File: config.mk
export PLATFORM = sky130hd
export DESIGN_NAME = mux_arb_n_flat
export DESIGN_NICKNAME = d
export VERILOG_FILES = /design/src/rtl/mux_pkg.sv /design/src/rtl/mux_arb_n_if.sv /design/src/rtl/rr_arbiter_n.sv /design/src/rtl/mux_arb_n.sv /design/src/flat_wrapper.sv
export SDC_FILE = /design/constraint.sdc
export NUM_CORES = 1
export LEC_CHECK = 0
export ABC_AREA = 1
export ABC_CLOCK_PERIOD_IN_PS = 1700
export CELL_PAD_IN_SITES_DETAIL_PLACEMENT = 1
export CELL_PAD_IN_SITES_GLOBAL_PLACEMENT = 1
export CORE_ASPECT_RATIO = 0.7
export CORE_MARGIN = 2
export CORE_UTILIZATION = 24
export CTS_BUF_LIST = sky130_fd_sc_hd__clkbuf_4 sky130_fd_sc_hd__clkbuf_8 sky130_fd_sc_hd__clkbuf_16
export CTS_CLUSTER_DIAMETER = 200
export DETAILED_ROUTE_END_ITERATION = 8
export GPL_ROUTABILITY_DRIVEN = 1
export PLACE_DENSITY = 0.77
export SETUP_SLACK_MARGIN = 0.2
export SYNTH_ARGS = -nofsm -noshare
export SYNTH_HDL_FRONTEND = slang
export SYNTH_SLANG_ARGS = --single-unit
File: constraint.sdc
create_clock -name clk -period 1.7 [get_ports clk]
set_input_delay 0.17 -clock clk [delete_from_list [all_inputs] [get_ports clk]]
set_output_delay 0.17 -clock clk [all_outputs]
set_load 0.02 [all_outputs]
File: src/rtl/mux_pkg.sv
// Shared constants and helpers for the arbitrating multiplexer.
package mux_pkg;

  localparam int MODE_FIXED = 0;
  localparam int MODE_RR    = 1;

  function automatic int clog2(input int n);
    int r;
    r = 0;
    for (int i = 0; i < 31; i++)
      if ((1 << i) < n) r = i + 1;
    return r;
  endfunction

endpackage

File: src/rtl/mux_arb_n_if.sv
// Producer/consumer handshake bundle for mux_arb_n.
interface mux_arb_n_if
  import mux_pkg::*;
#(
  parameter int WIDTH = 16,
  parameter int N_IN  = 3
) ();

  localparam int SEL_W = clog2(N_IN);

  logic [N_IN*WIDTH-1:0] in_data;
  logic [N_IN-1:0]       in_valid;
  logic [N_IN-1:0]       in_ready;
  logic                  force_sel_en;
  logic [SEL_W-1:0]      force_sel;
  logic [WIDTH-1:0]      out_data;
  logic [SEL_W-1:0]      out_src;
  logic                  out_valid;
  logic                  out_ready;

  modport master (
    output in_data, in_valid,
    output force_sel_en, force_sel,
    output out_ready,
    input  in_ready,
    input  out_data, out_src, out_valid
  );

  modport slave (
    input  in_data, in_valid,
    input  force_sel_en, force_sel,
    input  out_ready,
    output in_ready,
    output out_data, out_src, out_valid
  );

endinterface

File: src/rtl/rr_arbiter_n.sv
// One-hot grant over N_IN requesters: fixed priority or
// round-robin with a pointer that advances past each winner.
module rr_arbiter_n
  import mux_pkg::*;
#(
  parameter  int N_IN  = 3,
  parameter  int MODE  = MODE_FIXED,
  localparam int SEL_W = clog2(N_IN)
) (
  input  logic             clk,
  input  logic             rst,
  input  logic [N_IN-1:0]  i_elig,
  input  logic             i_advance,
  output logic [N_IN-1:0]  o_grant,
  output logic [SEL_W-1:0] o_idx
);

  if (MODE == MODE_RR) begin : g_rr
    logic [SEL_W-1:0] r_ptr;

    always_ff @(posedge clk or posedge rst) begin
      if (rst)
        r_ptr <= '0;
      else if (i_advance)
        r_ptr <= (o_idx == SEL_W'(N_IN - 1)) ?
                 '0 : o_idx + SEL_W'(1);
    end

    // Search from the pointer upward, then wrap to the low channels.
    always_comb begin
      logic found;
      found   = 1'b0;
      o_grant = '0;
      o_idx   = '0;
      for (int i = 0; i < N_IN; i++) begin
        if (!found && i_elig[i] && SEL_W'(i) >= r_ptr) begin
          found      = 1'b1;
          o_grant[i] = 1'b1;
          o_idx      = SEL_W'(i);
        end
      end
      for (int i = 0; i < N_IN; i++) begin
        if (!found && i_elig[i]) begin
          found      = 1'b1;
          o_grant[i] = 1'b1;
          o_idx      = SEL_W'(i);
        end
      end
    end
  end else begin : g_fix
    logic w_unused;
    assign w_unused = &{1'b0, clk, rst, i_advance};

    always_comb begin
      logic found;
      found   = 1'b0;
      o_grant = '0;
      o_idx   = '0;
      for (int i = 0; i < N_IN; i++) begin
        if (!found && i_elig[i]) begin
          found      = 1'b1;
          o_grant[i] = 1'b1;
          o_idx      = SEL_W'(i);
        end
      end
    end
  end

endmodule

File: src/rtl/mux_arb_n.sv
// N-input arbitrating mux with one registered output stage,
// valid/ready on every port and an optional forced select.
module mux_arb_n
  import mux_pkg::*;
#(
  parameter int WIDTH = 16,
  parameter int N_IN  = 3,
  parameter int MODE  = MODE_FIXED
) (
  input logic        clk,
  input logic        rst,
  mux_arb_n_if.slave bus
);

  localparam int SEL_W = clog2(N_IN);

  logic [N_IN-1:0]  w_elig;
  logic [N_IN-1:0]  w_grant;
  logic [N_IN-1:0]  w_ready;
  logic [SEL_W-1:0] w_idx;
  logic             w_load_en;
  logic             w_xfer;
  logic [WIDTH-1:0] w_data;

  logic [WIDTH-1:0] r_data;
  logic [SEL_W-1:0] r_src;
  logic             r_valid;

  // An out-of-range forced index matches no channel.
  always_comb begin
    w_elig = '0;
    for (int i = 0; i < N_IN; i++)
      w_elig[i] = bus.in_valid[i] &
                  (!bus.force_sel_en |
                   (bus.force_sel == SEL_W'(i)));
  end

  rr_arbiter_n #(
    .N_IN (N_IN),
    .MODE (MODE)
  ) u_arb (
    .clk       (clk),
    .rst       (rst),
    .i_elig    (w_elig),
    .i_advance (w_xfer),
    .o_grant   (w_grant),
    .o_idx     (w_idx)
  );

  assign w_load_en = !r_valid | bus.out_ready;
  assign w_ready   = rst ? '0 :
                     (w_grant & {N_IN{w_load_en}});
  assign w_xfer    = |(bus.in_valid & w_ready);

  // AND-OR select keeps unselected channels off out_data.
  always_comb begin
    w_data = '0;
    for (int i = 0; i < N_IN; i++)
      w_data |= {WIDTH{w_grant[i]}} &
                bus.in_data[i*WIDTH +: WIDTH];
  end

  always_ff @(posedge clk or posedge rst) begin
    if (rst) begin
      r_data  <= '0;
      r_src   <= '0;
      r_valid <= 1'b0;
    end else if (w_xfer) begin
      r_data  <= w_data;
      r_src   <= w_idx;
      r_valid <= 1'b1;
    end else if (bus.out_ready) begin
      r_valid <= 1'b0;
    end
  end

  assign bus.in_ready  = w_ready;
  assign bus.out_data  = r_data;
  assign bus.out_src   = r_src;
  assign bus.out_valid = r_valid;

endmodule

File: src/flat_wrapper.sv
// flat-port wrapper written by rule: the top's interface ports become plain ports
module mux_arb_n_flat import mux_pkg::*;
#(
  parameter int WIDTH = 16,
  parameter int N_IN  = 3,
  parameter int MODE  = MODE_FIXED
)
  (clk, rst, bus_in_data, bus_in_valid, bus_force_sel_en, bus_force_sel, bus_out_ready, bus_in_ready, bus_out_data, bus_out_src, bus_out_valid);
  mux_arb_n_if #(.WIDTH(WIDTH), .N_IN(N_IN)) bus_i ();
  input logic clk;
  input logic rst;
  input wire logic [$bits(bus_i.in_data)-1:0] bus_in_data;
  input wire logic [$bits(bus_i.in_valid)-1:0] bus_in_valid;
  input wire logic [$bits(bus_i.force_sel_en)-1:0] bus_force_sel_en;
  input wire logic [$bits(bus_i.force_sel)-1:0] bus_force_sel;
  input wire logic [$bits(bus_i.out_ready)-1:0] bus_out_ready;
  output wire logic [$bits(bus_i.in_ready)-1:0] bus_in_ready;
  output wire logic [$bits(bus_i.out_data)-1:0] bus_out_data;
  output wire logic [$bits(bus_i.out_src)-1:0] bus_out_src;
  output wire logic [$bits(bus_i.out_valid)-1:0] bus_out_valid;
  assign bus_i.in_data = bus_in_data;
  assign bus_i.in_valid = bus_in_valid;
  assign bus_i.force_sel_en = bus_force_sel_en;
  assign bus_i.force_sel = bus_force_sel;
  assign bus_i.out_ready = bus_out_ready;
  assign bus_in_ready = bus_i.in_ready;
  assign bus_out_data = bus_i.out_data;
  assign bus_out_src = bus_i.out_src;
  assign bus_out_valid = bus_i.out_valid;
  mux_arb_n #(.WIDTH(WIDTH), .N_IN(N_IN), .MODE(MODE)) u_core (.clk(clk), .rst(rst), .bus(bus_i));
endmodule
==> results.txt <==
Fin crit share -> 84.4%
Clock latency on the worst-skew pair -> 250 ps
Path depth of the worst reg2reg path -> 7
CTS tree -> done
Clock-pin slew on the worst setup and hold paths -> 70 ps
Gr ovfl total -> 0
CP peak stage delay -> 360 ps
Max Used Layer -> met3
Area grow syn2layout -> 75.6%
Synth warnings -> 0
Fin Clk Skew -> 0.803 ps
Worst hold path class -> in -> async
Max Clock Freq -> 697 MHz
Type of element launching the critical path -> flip-flop
Crit path kind -> reg -> reg
Sequential-to-total area share from yosys stat -> 35.9%
Synthesized cell area -> 0.00133 mm2
Post-route antenna net violation count -> 0
Final instance area -> 0.00233 mm2
Router iterations before antenna repair -> 4
Met2 routed WL -> 2260 um
Worst hold slack -> 328 ps
Postcts setup bufs -> 0
Endpoints failing hold -> 0
Fillers -> 684
# DRC -> 0
Cell family with most CP delay -> simple AND/OR/NAND/NOR gates
CP Depth -> 7
NumNets Final -> 346
Placed inst area -> 0.00225 mm2
Clock Sink Count -> 19
CP max-delay cell -> dfrtp_1
Slew Limit Fails -> 0
Max rail drop VDD -> 530 uV
Total Routing Usage GR -> 16.6%
Initial detailed-routing violation count -> 70
Via/cell ratio -> 4.53
Clock root cell -> clkbuf_8
Reg2Reg Setup Slack -> 270 ps
Crit path to -> u_core.bus.out_valid
H-tree Lvls -> 1
Area of the die -> 0.00614 mm2
Status -> completed
Die height -> 66.2 um
Number of global-route vias before repair -> 1,709
CP Capture Type -> flip-flop
Reg area -> 475 um2
Die outline width -> 92.8 um
Core Region -> 0.00529 mm2
Via count -> 1,631
Multi-input gate area -> 737 um2
Mapped Nets -> 258
I/O Pins -> 79
Final worst slack -> 265 ps
Hpwl dp -> 3910 um
Critical Path AT -> 1570 ps
Pin count of the biggest net entering global routing -> 33
Buf+Inv Stages, Crit Path -> 2
Starting Density -> 25.1%
Wirelength per Cell -> 13.7 um
Slew @ Worst Pin -> 342 ps
Average size of a mapped cell -> 6.59 um2
Final setup fails -> 0
Dpl ws -> -314 ps
Pleak -> 1.18 nW
Num CTS Buffers -> 3
Diodes inserted -> 0
First-pass GRT wire length -> 8020 um
Worst rel slew slack -> 77.2%
Critical Path RT -> 1840 ps
FF+latch count, synth -> 19
Reg2reg start -> u_core.bus.out_valid
RSZ-0062 raised after global routing -> yes
Distinct cells, synth -> 21
Reg2reg end -> u_core.bus.out_valid
Max Fanout on Critical Path -> 20
Initial antenna violation count -> 0
Share of cells above drive strength 1 -> 11.8%
Routed met3 length -> 309 um
Critical path origin -> u_core.bus.out_valid
Final wirelength -> 4920 um
FP Rows -> 22
Max Cap Viol -> 0
M1 WL -> 2350 um
PortBufs -> 78
Syn Inst Count -> 201
Crit-path cells -> inv_1 -> nor2_2 -> nor2_4 -> nand4_4 -> buf_6 -> nand2_4 -> or2_1
Routability cong. -> 0.839
Minimum clock period after layout -> 1430 ps
Clock Path Buffers -> 2
P per Cell Area -> 743 mW/mm2
sequential cells by signal, indices dropped and copies added (netlist names):
name                  count
u_core.bus.out_valid      1
u_core.bus.out_data      16
u_core.bus.out_src        2
timing repair:
item                                    CTS  global route
gates cloned                              2             0
pin swaps                                 3             0
resized for setup                        22             3
endpoints found under the setup margin   22            22
hold buffers                              0             0
cell usage after synthesis:
master	number	share of area, %
nand2_2	1	0.47
nand2_4	2	1.7
buf_2	4	1.5
o21ai_1	1	0.38
nand4_4	1	1.6
dfrtp_1	19	36
buf_4	1	0.57
a21boi_2	1	0.85
inv_2	1	0.28
inv_1	23	6.5
or2_1	1	0.47
nand4_1	16	7.6
nand2_1	85	24
o21ai_4	1	1.2
nor2_1	3	0.85
o21a_1	1	0.57
a21oi_2	1	0.66
buf_6	1	0.85
nand3_1	33	12
clkbuf_1	4	1.1
nor3_1	1	0.38
worst reg2reg max path: stages, from the launching register on:
cell and delay [ps]:
dfrtp_1 360, inv_1 50, nor2_2 180, nor2_4 80
nand4_4 100, buf_6 220, nand2_4 110, or2_1 220
where the power goes:
part | total [mW] | switching, mW | internal (mW)
combinational | 0.795 | 0.393 | 0.402
sequential | 0.611 | 0.0627 | 0.548
clock | 0.322 | 0.140 | 0.182
worst min path at each step:
stage / slack [ps] / startpoint / end
5_1_grt: 370 / rst / u_core.bus.out_data[15]
2_1_floorplan: 120 / rst / u_core.bus.out_data[0]
3_3_place_gp: 480 / u_core.bus.out_src[1] / u_core.bus.out_src[1]
4_1_cts: 290 / rst / u_core.bus.out_data[15]
6_report: 330 / rst / u_core.bus.out_data[15]
3_5_place_dp: 500 / u_core.bus.out_src[1] / u_core.bus.out_src[1]
per-stage QoR:
stage	total power, mW	setup TNS, ps	cells	utilization, %
2_1_floorplan	0.974	0	201	-
3_3_place_gp	1.39	-2580	354	42.7
3_5_place_dp	1.41	-4010	354	42.7
4_1_cts	1.75	0	360	44.0
5_1_grt	1.85	0	360	44.0
6_report	1.73	0	360	44.0
area by class of cell:
type | count | area share, %
timing repair buffer | 91 | 38.1
clock buffer | 4 | 2.10
sequential | 19 | 20.4
multi-input combinational | 150 | 31.7
tap | 72 | 3.87
inverter | 24 | 3.87
per-layer routing:
layer,up-vias,global-route usage (%)
met5,-,0
met4,0,0.551
met3,0,4.22
met2,57,28.4
met1,748,22.4
li1,826,-
layout by cell type (no fill, tap or decap), drive strengths merged:
cell type	n
dfrtp	19
buf	16
dlygate4sd2	3
inv	24
or2	1
nand2	90
a21boi	1
o21a	1
nand3	33
clkdlybuf4s50	72
a21oi	1
clkbuf	4
o21ai	2
nand4	17
nor2	3
nor3	1
cells by family (layout without fill, tap and decap cells):
family	Yosys count	in the layout	synth area share (%)
buffers and inverters	34	119	10.9
flip-flops	19	19	35.9
AND/OR/NAND/NOR	143	145	49.6
AO/OA/AOI/OAI	5	5	3.68
Power figures use the tool's default switching activity.
